`src/rtl/dfi_cmd_seq.sv`:
```
// Closed-page DFI command sequencer: each request runs ACT -> RD/WR -> PRE, with optional periodic refresh.
// Define DFI_CMD_SEQ_REFRESH_EN to build the refresh interval counter and the REF command path.
module dfi_cmd_seq #(
   parameter int unsigned NUM_AD = 13,
   parameter int unsigned NUM_BA = 2,
   parameter int unsigned TRCD   = 2,
   parameter int unsigned TWR    = 3,
   parameter int unsigned TRP    = 2,
   parameter int unsigned TRFC   = 8,
   parameter int unsigned TREFI  = 780
) (
   input  logic              sys_clk,
   input  logic              sys_rst,
   input  logic              cmd_valid,
   input  logic              cmd_we,
   input  logic [NUM_BA-1:0] cmd_bank,
   input  logic [NUM_AD-1:0] cmd_row,
   input  logic [NUM_AD-1:0] cmd_col,
   output logic              cmd_ready,
   output logic              cmd_done,
   output logic [NUM_AD-1:0] dfi_address_p0,
   output logic [NUM_BA-1:0] dfi_bank_p0,
   output logic              dfi_cs_n_p0,
   output logic              dfi_ras_n_p0,
   output logic              dfi_cas_n_p0,
   output logic              dfi_we_n_p0,
   output logic              dfi_wrdata_en_p1,
   output logic              dfi_rddata_en_p0
);

   localparam int unsigned TMAX_A = (TRCD > TWR) ? TRCD : TWR;
   localparam int unsigned TMAX_B = (TRP > TRFC) ? TRP : TRFC;
   localparam int unsigned TMAX   = (TMAX_A > TMAX_B) ? TMAX_A : TMAX_B;
   localparam int unsigned CW     = (TMAX > 1) ? $clog2(TMAX) : 1;

   // {cs_n, ras_n, cas_n, we_n}
   localparam logic [3:0] CMD_NOP = 4'b0111;
   localparam logic [3:0] CMD_ACT = 4'b0011;
   localparam logic [3:0] CMD_RD  = 4'b0101;
   localparam logic [3:0] CMD_WR  = 4'b0100;
   localparam logic [3:0] CMD_PRE = 4'b0010;
   localparam logic [3:0] CMD_REF = 4'b0001;

   // Clears A10 (auto-precharge / all-bank select); all ones when the bus is narrower than 11 bits
   localparam logic [NUM_AD-1:0] A10_CLR = ~NUM_AD'(32'h400);

   if (TRCD < 1 || TWR < 1 || TRP < 1 || TRFC < 1 || TREFI < 1) begin : g_bad_timing
      $error("dfi_cmd_seq: timing parameters must be >= 1");
   end

   typedef enum logic [3:0] {
      S_IDLE, S_ACT, S_TRCD_WAIT, S_RW, S_TWR_WAIT,
      S_PRE, S_TRP_WAIT, S_REF, S_TRFC_WAIT
   } state_t;

   state_t            state, state_nxt;
   logic [CW-1:0]     wcnt, wcnt_nxt;
   logic              we_q;
   logic [NUM_BA-1:0] bank_q;
   logic [NUM_AD-1:0] col_q;
   logic              refresh_pending;

   logic              accept;
   logic              go_rw, go_pre, go_done;
   logic [3:0]        cmd_nxt;
   logic [NUM_AD-1:0] addr_nxt;
   logic [NUM_BA-1:0] bank_nxt;
   logic              wen_nxt, ren_nxt, done_nxt;

   assign cmd_ready = (state == S_IDLE) && !refresh_pending;

   always_comb begin
      state_nxt = state;
      wcnt_nxt  = wcnt;
      accept    = 1'b0;
      go_rw     = 1'b0;
      go_pre    = 1'b0;
      go_done   = 1'b0;
      cmd_nxt   = CMD_NOP;
      addr_nxt  = '0;
      bank_nxt  = '0;
      wen_nxt   = 1'b0;
      ren_nxt   = 1'b0;
      done_nxt  = 1'b0;
      case (state)
         S_IDLE: begin
            if (refresh_pending) begin
               state_nxt = S_REF;
               cmd_nxt   = CMD_REF;
            end else if (cmd_valid) begin
               accept    = 1'b1;
               state_nxt = S_ACT;
               cmd_nxt   = CMD_ACT;
               addr_nxt  = cmd_row;
               bank_nxt  = cmd_bank;
            end
         end
         S_ACT: begin
            if (TRCD == 1) go_rw = 1'b1;
            else begin
               state_nxt = S_TRCD_WAIT;
               wcnt_nxt  = CW'(TRCD - 2);
            end
         end
         S_TRCD_WAIT: begin
            if (wcnt == '0) go_rw = 1'b1;
            else            wcnt_nxt = wcnt - CW'(1);
         end
         S_RW: begin
            wen_nxt = we_q;
            ren_nxt = !we_q;
            if (TWR == 1) go_pre = 1'b1;
            else begin
               state_nxt = S_TWR_WAIT;
               wcnt_nxt  = CW'(TWR - 2);
            end
         end
         S_TWR_WAIT: begin
            if (wcnt == '0) go_pre = 1'b1;
            else            wcnt_nxt = wcnt - CW'(1);
         end
         S_PRE: begin
            if (TRP == 1) go_done = 1'b1;
            else begin
               state_nxt = S_TRP_WAIT;
               wcnt_nxt  = CW'(TRP - 2);
            end
         end
         S_TRP_WAIT: begin
            if (wcnt == '0) go_done = 1'b1;
            else            wcnt_nxt = wcnt - CW'(1);
         end
         S_REF: begin
            if (TRFC == 1) state_nxt = S_IDLE;
            else begin
               state_nxt = S_TRFC_WAIT;
               wcnt_nxt  = CW'(TRFC - 2);
            end
         end
         S_TRFC_WAIT: begin
            if (wcnt == '0) state_nxt = S_IDLE;
            else            wcnt_nxt = wcnt - CW'(1);
         end
         default: state_nxt = S_IDLE;
      endcase

      // Wait-state exits share the command they launch with the zero-wait path
      if (go_rw) begin
         state_nxt = S_RW;
         cmd_nxt   = we_q ? CMD_WR : CMD_RD;
         addr_nxt  = col_q & A10_CLR;
         bank_nxt  = bank_q;
      end
      if (go_pre) begin
         state_nxt = S_PRE;
         cmd_nxt   = CMD_PRE;
         bank_nxt  = bank_q;
      end
      if (go_done) begin
         state_nxt = S_IDLE;
         done_nxt  = 1'b1;
      end
   end

   always_ff @(posedge sys_clk) begin
      if (sys_rst) begin
         state            <= S_IDLE;
         wcnt             <= '0;
         we_q             <= 1'b0;
         bank_q           <= '0;
         col_q            <= '0;
         {dfi_cs_n_p0, dfi_ras_n_p0, dfi_cas_n_p0, dfi_we_n_p0} <= CMD_NOP;
         dfi_address_p0   <= '0;
         dfi_bank_p0      <= '0;
         dfi_wrdata_en_p1 <= 1'b0;
         dfi_rddata_en_p0 <= 1'b0;
         cmd_done         <= 1'b0;
      end else begin
         state            <= state_nxt;
         wcnt             <= wcnt_nxt;
         if (accept) begin
            we_q   <= cmd_we;
            bank_q <= cmd_bank;
            col_q  <= cmd_col;
         end
         {dfi_cs_n_p0, dfi_ras_n_p0, dfi_cas_n_p0, dfi_we_n_p0} <= cmd_nxt;
         dfi_address_p0   <= addr_nxt;
         dfi_bank_p0      <= bank_nxt;
         dfi_wrdata_en_p1 <= wen_nxt;
         dfi_rddata_en_p0 <= ren_nxt;
         cmd_done         <= done_nxt;
      end
   end

`ifdef DFI_CMD_SEQ_REFRESH_EN
   localparam int unsigned RC_W = (TREFI > 1) ? $clog2(TREFI) : 1;

   logic [RC_W-1:0] ref_cnt;
   logic            ref_wrap;

   assign ref_wrap = (ref_cnt == RC_W'(TREFI - 1));

   // A wrap while already pending leaves a single request; a wrap on the issue cycle starts a new one
   always_ff @(posedge sys_clk) begin
      if (sys_rst) begin
         ref_cnt         <= '0;
         refresh_pending <= 1'b0;
      end else begin
         ref_cnt <= ref_wrap ? '0 : ref_cnt + RC_W'(1);
         if (ref_wrap)
            refresh_pending <= 1'b1;
         else if (state == S_IDLE && refresh_pending)
            refresh_pending <= 1'b0;
      end
   end
`else
   assign refresh_pending = 1'b0;
`endif

endmodule

```
`config.mk`:
```
export PLATFORM = sky130hd
export DESIGN_NAME = dfi_cmd_seq
export DESIGN_NICKNAME = d
export VERILOG_FILES = /design/src/rtl/dfi_cmd_seq.sv
export SDC_FILE = /design/constraint.sdc
export NUM_CORES = 1
export LEC_CHECK = 0
export CORE_UTILIZATION = 38
export CTS_CLUSTER_DIAMETER = 150
export DETAILED_ROUTE_END_ITERATION = 12
export MAX_ROUTING_LAYER = met4
export PLACE_DENSITY_LB_ADDON = 0.08
export SETUP_SLACK_MARGIN = 0.1
export SYNTH_ARGS = -nofsm -noshare
export SYNTH_HDL_FRONTEND = slang
export SYNTH_SLANG_ARGS = --single-unit
```
`constraint.sdc`:
```
create_clock -name sys_clk -period 2.3 [get_ports sys_clk]
set_clock_uncertainty 0.05 [all_clocks]
set_input_delay 0.23 -clock sys_clk [delete_from_list [all_inputs] [get_ports sys_clk]]
set_output_delay 0.23 -clock sys_clk [all_outputs]
set_load 0.05 [all_outputs]
```
==> flow_metrics.env <==
export IMPL_nFillCells=391
export IMPL_yosysTopAreaCellShare_pct=50.04
export IMPL_cts_sinks=43
export IMPL_synth_edf_count=0
export IMPL_dpl_cell_count=271
export IMPL_ir_drop_v=0.0005702
export IMPL_period_needed_ps=1937
export IMPL_antenna_found_initial=0
export IMPL_crit_slowest_cell="a2111oi_1"
export IMPL_overflow=0
export IMPL_p_leak_nw=0.8702
export IMPL_setup_worst_path_start_class="flop"
export IMPL_cts_buffers=5
export IMPL_synthMuxAreaShare_pct=0.6545
export IMPL_synth_compound_area_share_pct=20.36
export IMPL_p_per_area_nw_per_um2=786.0
export IMPL_drtIter0Drc=54
export IMPL_area_delta_synth_final_pct=34.11
export IMPL_io_pin_count=55
export IMPL_grt_util_all_layers_pct=15.69
export IMPL_path_delay_family="compound AO/OA/AOI/OAI gates"
export IMPL_wl_per_cell_um=12.58
export IMPL_grt_util_met1_pct=17.77
export IMPL_drc=0
export IMPL_yosys_area_top_type="dfxtp_1"
export IMPL_gp_congestion=0.8363
export IMPL_rsz0062_at_grt="false"
export IMPL_hold_violations=0
export IMPL_die_h_um=69.29
export IMPL_synth_top_family_by_area="compound AO/OA/AOI/OAI gates"
export IMPL_path_cells="inv_1, ha_1, ha_1, o21ba_1, o21ba_2, o32ai_1, a2111oi_1"
export IMPL_grt_pass1_wl_mm=5.947
export IMPL_use_met2_pct=26.32
export IMPL_maxCapViolCount=0
export IMPL_yosys_warnings=0
export IMPL_syn_instance_count=178
export IMPL_drv_slew=0
export IMPL_ant_nets=0
export IMPL_core_area_um2=4354
export IMPL_drt_vias_per_instance=5.039
export IMPL_nets=260
export IMPL_hold_slack_ps=407.1
export IMPL_dpl_cell_area_um2=2222
export IMPL_clock_latency_ps=290
export IMPL_fin_util_pct=52.99
export IMPL_final_cells=279
export IMPL_outcome="completed"
export IMPL_seqCellArea_um2=860.8
export IMPL_path_clk_slew_ps=80
export IMPL_max_freq_ghz=0.5162
export IMPL_initial_utilization_pct=39.51
export IMPL_ctsResizeCount=0
export IMPL_met3_usage_pct=5.087
export IMPL_synth_seq_cells=43
export IMPL_top_usage_layer="met2"
export IMPL_min_path_type="reg2reg"
export IMPL_setup_viol=0
export IMPL_grt_max_degree=29
export IMPL_htreeDepth=2
export IMPL_ys_top_cells_by_area="dfxtp_1, nand2_1, a22o_1, a21oi_1, buf_6"
export IMPL_synthFlopType="dfxtp_1"
export IMPL_synth_distinct_cells=39
export IMPL_drt_first_pass_iters=4
export IMPL_worst_ep_arrival_time_ps=2060
export IMPL_avgSynthCellArea_um2=9.665
export IMPL_die_width_um=69.29
export IMPL_cts_buffer_depth=2
export IMPL_setup_tns_ps=0
export IMPL_cts_tree="done"
export IMPL_syn_area_um2=1720
export IMPL_antenna_cells=0
export IMPL_crit_path_max_fanout=6
export IMPL_synth_xor_xnor_area_share_pct=0.5091
export IMPL_final_cell_mix="clkdlybuf4s50_1, dfxtp_1, nand2_1"
export IMPL_grt_pass1_vias=1378
export IMPL_yosys_area_share_simple_pct=19.35
export IMPL_synth_nets=212
export IMPL_worst_path_buf_inv=1
export IMPL_rows=24
export IMPL_critical_path_class="reg2reg"
export IMPL_hpwl_mm=2.536
export IMPL_die_area_um2=4800
export IMPL_crit_top_cell="ha_1"
export IMPL_ys_seq_area_share_pct=50.04
export IMPL_cts_setup_buffers=0
export IMPL_synth_adder_area_share_pct=1.455
export IMPL_fin_area_um2=2307
export IMPL_required_ps=2420
export IMPL_cts_hold_buffers=0
export IMPL_numPortBuffers=52
export IMPL_critPathCaptureType="flop"
export IMPL_period_share_pct=84.23
export IMPL_final_layout_size_suffix_gt1_share_pct=10.13
export IMPL_multi_input_area_um2=732.0
export IMPL_worstMarginPinSlew_ps=602.8
export IMPL_max_stage_delay_ps=350
export IMPL_async_flop_share_pct=0
export IMPL_layout_commonest_cell="clkdlybuf4s50_1"
export IMPL_vias=1406
export IMPL_timing_slew_headroom_pct=59.76
export IMPL_routed_wl_mm=3.509
export IMPL_root_buffer="clkbuf_8"
-- routing by layer --
layer | up-vias | share of wire [%]
li1 | 708 | -
met1 | 647 | 47
met2 | 46 | 47
met3 | 5 | 5.4
met4 | 0 | 1.3
met5 | - | 0
-- kinds of logic (layout without fill, tap and decap cells) --
logic type | after synthesis | after routing
xor gates and xnor gates | 1 | 1
AOI/OAI and AO/OA | 47 | 47
other | 1 | 1
adders and majority gates | 2 | 2
DFF | 43 | 43
buffers and inverters | 19 | 68
and+or+nand+nor | 64 | 64
muxes | 1 | 1
-- path summary, 6_finish.rpt --
kind | startpoint | to | slack, ps | cells past startpoint
worst max-delay path | wcnt[0] | wcnt[2] | 360 | 7
worst max register to register | wcnt[0] | wcnt[2] | 360 | 7
worst min register to register | col_q[6] | col_q[6] | 410 | 2
worst min-delay path | col_q[6] | col_q[6] | 410 | 2
-- metrics by stage --
stage / setup slack, ps / power (mW)
finish: 362.6 / 1.813
global route: 216.7 / 1.907
CTS: 352.0 / 1.838
detailed placement: 361.8 / 1.374
global placement: 433.1 / 1.360
floorplan: 414.3 / 1.237
-- tightest hold or removal path: stages (launching register included) --
cell     delay, ps
dfxtp_1        310
nand2_1         50
a21oi_1         50
-- cell usage after synthesis, types with 3 or more instances --
cell type  count
and2_1         3
buf_4          5
a21oi_1       20
inv_1          4
nand3_1        3
a2111oi_1      3
buf_6          4
dfxtp_1       43
clkbuf_1       3
a22o_1        12
nor2_1         8
nand2_1       35
-- state kept, by name (all words and copies together) (netlist names), 2 cells and up --
name            flops
dfi_address_p0     13
wcnt                3
bank_q              2
dfi_bank_p0         2
state               4
col_q              12
-- where the power goes --
group          switching (mW)  leakage [nW]  total [mW]  internal, mW
clock network           0.248        0.0412       0.460         0.212
registers              0.0518         0.352       0.862         0.810
logic                   0.282         0.477       0.492         0.210
total                   0.581         0.870        1.81          1.23
-- layout make-up --
cell class	count	share of cell area, %
Clock buffer	6	3.145
Clock inverter	2	0.5423
Inverter	5	1.030
Multi-Input combinational cell	116	31.72
Sequential cell	43	37.31
Tap cell	52	2.820
Timing Repair Buffer	55	23.43
Note: power is estimated with default switching activity, not from simulation.
